### config.mk
export PLATFORM = sky130hd
export DESIGN_NAME = tx_fifo_ctrl
export DESIGN_NICKNAME = d
export VERILOG_FILES = /design/src/rtl/tx_fifo_ctrl.sv
export SDC_FILE = /design/constraint.sdc
export NUM_CORES = 1
export LEC_CHECK = 0
export ABC_AREA = 1
export BUFFER_PORTS_ARGS = -buffer_cell sky130_fd_sc_hd__buf_2
export CORE_MARGIN = 3
export CORE_UTILIZATION = 42
export DETAILED_ROUTE_END_ITERATION = 8
export PLACE_DENSITY = 0.7
export SYNTH_ARGS = -nofsm -noshare
export SYNTH_HDL_FRONTEND = slang
export SYNTH_SLANG_ARGS = --single-unit
### constraint.sdc
create_clock -name clk -period 3.9 [get_ports clk]
set_input_delay 0.39 -clock clk [delete_from_list [all_inputs] [get_ports clk]]
set_output_delay 0.39 -clock clk [all_outputs]
set_load 0.03 [all_outputs]
### src/rtl/tx_fifo_ctrl.sv
// Pointer/flag controller that turns a ram_2port into a synchronous FIFO.
// The RAM's read port is registered, so rd_valid trails an accepted pop by one cycle.
module tx_fifo_ctrl #(
    parameter int BusWidth  = 7,
    parameter int DataWidth = 8
) (
    input  logic                 clk,
    input  logic                 reset,
    input  logic                 wr_en,
    input  logic [DataWidth-1:0] wr_data,
    output logic                 full,
    input  logic                 rd_en,
    output logic [DataWidth-1:0] rd_data,
    output logic                 rd_valid,
    output logic                 empty,
    output logic [BusWidth:0]    count,
    output logic                 overflow,
    output logic                 underflow,
    input  logic                 clear_err,
    output logic                 ram_write,
    output logic [BusWidth-1:0]  ram_write_address,
    output logic [BusWidth-1:0]  ram_read_address,
    output logic [DataWidth-1:0] ram_data_in,
    input  logic [DataWidth-1:0] ram_data_out
);

    localparam logic [BusWidth:0] Depth = {1'b1, {BusWidth{1'b0}}};
    localparam logic [BusWidth:0] One   = {{BusWidth{1'b0}}, 1'b1};

    logic [BusWidth:0] r_wr_ptr;
    logic [BusWidth:0] r_rd_ptr;
    logic [BusWidth:0] r_count;
    logic              r_rd_valid;
    logic              r_overflow;
    logic              r_underflow;

    logic w_full;
    logic w_empty;
    logic w_push;
    logic w_pop;

    assign w_empty = (r_count == '0);
    assign w_full  = (r_count == Depth);
    assign w_push  = wr_en & ~w_full;
    assign w_pop   = rd_en & ~w_empty;

    assign full      = w_full;
    assign empty     = w_empty;
    assign count     = r_count;
    assign rd_valid  = r_rd_valid;
    assign overflow  = r_overflow;
    assign underflow = r_underflow;
    assign rd_data   = ram_data_out;

    assign ram_write         = w_push;
    assign ram_write_address = r_wr_ptr[BusWidth-1:0];
    assign ram_read_address  = r_rd_ptr[BusWidth-1:0];
    assign ram_data_in       = wr_data;

    always_ff @(posedge clk) begin
        if (reset) begin
            r_wr_ptr <= '0;
            r_rd_ptr <= '0;
        end else begin
            if (w_push) r_wr_ptr <= r_wr_ptr + One;
            if (w_pop)  r_rd_ptr <= r_rd_ptr + One;
        end
    end

    // Count, not the pointers, is the authority for full/empty.
    always_ff @(posedge clk) begin
        if (reset) begin
            r_count <= '0;
        end else begin
            case ({w_push, w_pop})
                2'b10:   r_count <= r_count + One;
                2'b01:   r_count <= r_count - One;
                default: r_count <= r_count;
            endcase
        end
    end

    always_ff @(posedge clk) begin
        if (reset) begin
            r_rd_valid <= 1'b0;
        end else begin
            r_rd_valid <= w_pop;
        end
    end

    // Error flags are sticky; a new error wins over a same-cycle clear.
    always_ff @(posedge clk) begin
        if (reset) begin
            r_overflow  <= 1'b0;
            r_underflow <= 1'b0;
        end else begin
            if (wr_en & w_full)
                r_overflow <= 1'b1;
            else if (clear_err)
                r_overflow <= 1'b0;
            if (rd_en & w_empty)
                r_underflow <= 1'b1;
            else if (clear_err)
                r_underflow <= 1'b0;
        end
    end

endmodule
==> reports/results.txt, run 1 <==
post-route ant nets = 0
CP Class = reg2reg
crit path max fanout = 9
Worst-Margin Slew = 414.0 ps
register area share after synthesis = 29.18%
I/O Buffers = 32
Rel. slew slack = 72.40%
via count = 1428
switching pwr = 0.0006025 W
synth unique cells = 27
initial antenna violation count = 0
crit end category = flop
core area = 3799 µm²
post-CTS sizing = 0
minimum clock period = 2497 ps
# fillers = 393
syn nets = 270
Ys Warns = 0
area grow syn2layout = 7.951%
syn avg cell area = 7.177 µm²
mapped cell area = 1715 µm²
maximum clock rate = 400.5 MHz
DP HPWL = 2582 µm
max-slew violations = 0
CP required = 4070 ps
Clock power frac = 12.7%
Core Rows = 22
most frequent cells in the layout = nand2_1, buf_2, inv_1
# hold bufs at CTS = 0
setup TNS = 0 ps
clock sink count = 25
CTS tree = done
final net count = 288
leakage = 0.9408 nW
die width = 69.91 µm
Mapped Cells = 239
vias per std cell = 4.697
Worst setup SP type = flop
top post-synthesis cells by area = dfxtp_1, nand2_1, buf_4
die area = 4887 µm²
CTS Buffer Depth = 2
worst hold path class = in2reg
most common cell after layout, fill and taps aside = nand2_1
Flop pwr share = 30.8%
DRC = 0
Initial DRC Count = 18
worst-case vdd ir drop = 463.9 µV
post-DR wirelength/cell = 11.09 µm
RSZ-0062 raised after global routing = no
Clk Latency, worst-skew pair = 270 ps
CP arrival = 2670 ps
Combinational Power Share = 56.5%
Setup Viol. Count Final = 0
internal power = 0.0006130 W
post-synth top area share = 29.18%
Global Route Usage Sum = 14.55%
power per cell area = 656.4 nW/µm²
Max-Cap Viols = 0
CTS HTree Levels = 1
num ports = 65
Yosys reg bits = 25
Util after Layout = 48.75%
layout cell share with drive strength beyond 1 = 23.83%
Fin. Hold Viols = 0
area leader, netlist = dfxtp_1
largest net degree at the start of global routing = 18
Net Sw Frac = 49.57%
detailed-route wire length = 3370 µm
Final period util = 64.02%
Initial Utilization = 45.16%
vias in the first global route = 1340
global route overflow = 0
setup bufs post-CTS = 0
TritonRoute pass-1 iters = 4
clk root buf = clkbuf_8
first-pass GRT wire length = 5934 µm
die height = 69.91 µm
Num CTS Buffers = 3
RePlAce Congestion = 0.8326
Setup Skew = 12.08 ps
ANT cells = 0
outcome = completed
Worst-path clk slew = 90 ps
power by group through the flow:
| stage | sequential, W | clock [W] | combinational [W] |
|---|---|---|---|
| after floorplan | 0.000475 | 0 | 0.000475 |
| after global placement | 0.000378 | 0 | 0.000688 |
| after detailed placement | 0.000378 | 0 | 0.000690 |
| after CTS | 0.000373 | 0.000162 | 0.000694 |
| after global routing | 0.000383 | 0.000170 | 0.000764 |
| final | 0.000374 | 0.000155 | 0.000687 |
final timing paths:
kind | depth (start not counted) | to | startpoint | slack (ps)
max reg2reg | 16 | count[6] | count[0] | 1400
min | 3 | underflow | rd_en | 360
min reg2reg | 2 | underflow | underflow | 470
max | 16 | count[6] | count[0] | 1400
cells by family (layout without fill, tap and decap cells):
group / Yosys count / count (layout) / share of synthesized area (%)
fa+ha+maj: 10 / 10 / 7.732
xor+xnor: 8 / 8 / 4.084
buf+inv: 52 / 69 / 15.97
flops: 25 / 25 / 29.18
simple gates: 115 / 115 / 32.97
compound gates: 29 / 29 / 10.07
flip-flops by register name, indices dropped and copies added (netlist names):
name       count
overflow       1
r_rd_ptr       7
underflow      1
rd_valid       1
count          8
r_wr_ptr       7
per-stage QoR:
stage / total power, W / hold slack, ps / instance area (µm²) / cells / setup WS (ps)
2_1_floorplan: 0.0009508 / 534.0 / 1715 / 239 / 1262
3_3_place_gp: 0.001066 / 456.6 / 1803 / 300 / 1403
3_5_place_dp: 0.001069 / 453.9 / 1803 / 300 / 1390
4_1_cts: 0.001228 / 362.7 / 1852 / 304 / 1384
5_1_grt: 0.001318 / 363.6 / 1852 / 304 / 1176
6_report: 0.001215 / 363.3 / 1852 / 304 / 1403
Yosys cell counts:
master    count
nand2_1      58
inv_1        30
dfxtp_1      25
nor2_1       21
buf_4        16
a21oi_1      13
nand3_1      12
ha_1          9
o21ai_0       8
a21oi_2       6
nand2_2       6
nand3b_1      6
nor2_4        4
xnor2_1       4
xor2_1        4
clkbuf_1      2
nand4_1       2
nor2_8        2
o211ai_1      2
or2_2         2
buf_2         1
clkinv_8      1
fa_1          1
inv_2         1
inv_6         1
nand3_2       1
nor2_2        1
cell type report:
cell class	count	area, µm²	share of cell area [%]
Clock inverter	1	7.507	0.4054
Clock buffer	3	41.29	2.230
Inverter	33	141.4	7.635
Timing Repair Buffer	32	160.2	8.649
Tap cell	48	60.06	3.243
Multi-Input combinational cell	162	940.9	50.81
Sequential cell	25	500.5	27.03
routing by layer:
metal | vias to the layer above | GRT usage [%] | part of all wire, %
met4 | 0 | 4.255 | 1.2
met5 | - | 0 | 0
met1 | 628 | 17.66 | 47
met2 | 28 | 24.66 | 46
li1 | 768 | - | -
met3 | 4 | 4.460 | 5.8
worst max-delay path: stages (launching register included):
cell	delay [ps]
dfxtp_1	350
nor2_2	120
nand3_2	130
nor2_4	190
nor2_8	80
clkinv_8	70
ha_1	350
inv_1	100
fa_1	410
inv_1	70
nand2_1	50
nand2_1	90
nand3b_1	120
nand3_1	90
nand2_1	50
nor2_1	90
nor2_1	40
No activity file was read; power rests on OpenSTA's default activity.
==> run 2, diff against run 1 <==
--- a/config.mk
+++ b/config.mk
@@ -10,7 +10,7 @@
 export CORE_MARGIN = 3
 export CORE_UTILIZATION = 42
 export DETAILED_ROUTE_END_ITERATION = 8
-export PLACE_DENSITY = 0.7
+export PLACE_DENSITY = 0.73
 export SYNTH_ARGS = -nofsm -noshare
 export SYNTH_HDL_FRONTEND = slang
 export SYNTH_SLANG_ARGS = --single-unit
==> constraint.sdc (replaced) <==
create_clock -name clk -period 2 [get_ports clk]
set_input_delay 0.2 -clock clk [delete_from_list [all_inputs] [get_ports clk]]
set_output_delay 0.2 -clock clk [all_outputs]
set_load 0.03 [all_outputs]
==> reports/results.txt, run 2 (same netlist as run 1, synthesis figures left out) <==
Clk Latency, worst-skew pair = 260 ps
Worst setup SP type = flop
outcome = finished, violations left
crit path max fanout = 5
vias per std cell = 4.742
clock sink count = 25
met3 routed WL = 173 µm
area grow syn2layout = 27.64%
Fin. Hold Viols = 0
CP arrival = 2300 ps
die width = 69.91 µm
layout cell share with drive strength beyond 1 = 39.15%
Initial Utilization = 45.16%
ANT cells = 0
Final Power = 0.002944 W
worst hold path class = in2reg
hold wc startpoint = rd_en
largest net degree at the start of global routing = 18
Min-Delay Endpoint = underflow
RSZ-0062 raised after global routing = yes
vias in the first global route = 1341
post-route ant nets = 0
max reg flops = 8
Post-Layout Cell Count = 329
Worst-Margin Slew = 385.6 ps
first-pass GRT wire length = 5885 µm
num ports = 65
CP Launch Point = count[1]
Final period util = 106.3%
maximum clock rate = 470.2 MHz
Max-Cap Viols = 0
max-slew violations = 0
clk root buf = clkbuf_8
failing checks = negative setup slack
core area = 3799 µm²
DRC = 0
detailed-route wire length = 3693 µm
die area = 4887 µm²
I/O Buffers = 32
CTS HTree Levels = 1
Num CTS Buffers = 3
minimum clock period = 2127 ps
leakage = 1.069 nW
via count = 1560
placed instance count = 319
Core Rows = 22
Reg-to-Reg Start = count[1]
power per cell area = 1345 nW/µm²
Global Route Usage Sum = 14.50%
Setup Viol. Count Final = 5
DP HPWL = 2755 µm
crit end category = flop
die height = 69.91 µm
fin area = 2190 µm²
highest routed layer = met4
PnR worst setup slack = -126.6 ps
Initial DRC Count = 46
CP required = 2170 ps
worst-case register-to-register setup slack = -130 ps
worst-case vdd ir drop = 876.7 µV
initial antenna violation count = 0
TritonRoute pass-1 iters = 4
reg2reg end = count[5]
Final Hold Slack = 187.0 ps
Util after Layout = 57.64%
final net count = 313
# hold bufs at CTS = 0
Post-DP Area = 2013 µm²
met2 WL = 1817 µm
Setup Skew = 4.944 ps
reg2reg path depth = 15
RePlAce Congestion = 0.8050
Worst-path clk slew = 90 ps
CP Class = reg2reg
CTS Buffer Depth = 2
post-DR wirelength/cell = 11.22 µm
DRT met1 WL = 1674 µm
Rel. slew slack = 74.30%
hold-critical path depth = 3
most common cell after layout, fill and taps aside = nand2_1
most frequent cells in the layout = nand2_1, buf_2, inv_1
CTS tree = done
global route overflow = 0
## run 2: cell count changes in the layout (fill, tap and decap cells not counted), sizes merged
| cell | previous run | this run |
|---|---|---|
| buf | 32 | 57 |
| clkbuf | 3 | 4 |
| clkinvlp | 1 | 0 |
## run 2: cell type report
class | count | area [µm²]
fillers | 331 | 1609
multi-input cells | 162 | 1055
flip-flops and latches | 25 | 520.5
repair buffers | 57 | 367.9
inverters | 33 | 141.4
well taps | 48 | 60.06
clock buffers | 4 | 45.04
## run 2: power breakdown
| group | total (W) | internal [W] | switching, W |
|---|---|---|---|
| clock | 0.000294 | 0.000142 | 0.000152 |
| sequential | 0.000725 | 0.000632 | 0.0000929 |
| combinational | 0.00193 | 0.000838 | 0.00109 |
## run 2: through the flow
stage                     worst slack (ps)  TNS, ps
after floorplan                     -308.1    -1306
after global placement              -69.01   -148.3
after detailed placement            -101.5   -266.7
after CTS                           -73.50   -148.4
after global routing                -247.0    -1026
final                               -126.6   -386.7
## run 2: routing by layer
| metal | GRT usage [%] | vias to the layer above |
|---|---|---|
| met3 | 4.317 | 6 |
| met4 | 3.404 | 0 |
| met5 | 0 | - |
| met1 | 17.59 | 695 |
| li1 | - | 820 |
| met2 | 25.08 | 39 |
## run 2: what timing repair did
action	in CTS	in global routing
endpoints found under the setup margin	5	6
endpoints found under the hold margin	0	0
pin swaps	2	10
setup buffers	3	3
gates resized for setup	3	12
gates cloned	0	0
## run 2: worst max-delay path by stage
stage	endpoint	slack, ps	cells past startpoint
floorplan	count[6]	-310	16
global placement	count[6]	-70	16
detailed placement	count[6]	-100	16
CTS	count[6]	-70	16
global route	count[6]	-250	14
finish	count[5]	-130	15
## run 2: worst max-delay path, stage by stage (launching register included)
cell and delay [ps]:
dfxtp_4 350, nor2_2 100, nand3_2 120, nor2_4 200, nor2_8 70, clkinv_8 50, ha_4 160, buf_12 130
ha_4 200, or2_4 260, nand3b_1 120, nand2_1 60, nand2_1 50, nand3_1 60, nand2_1 70, inv_1 30
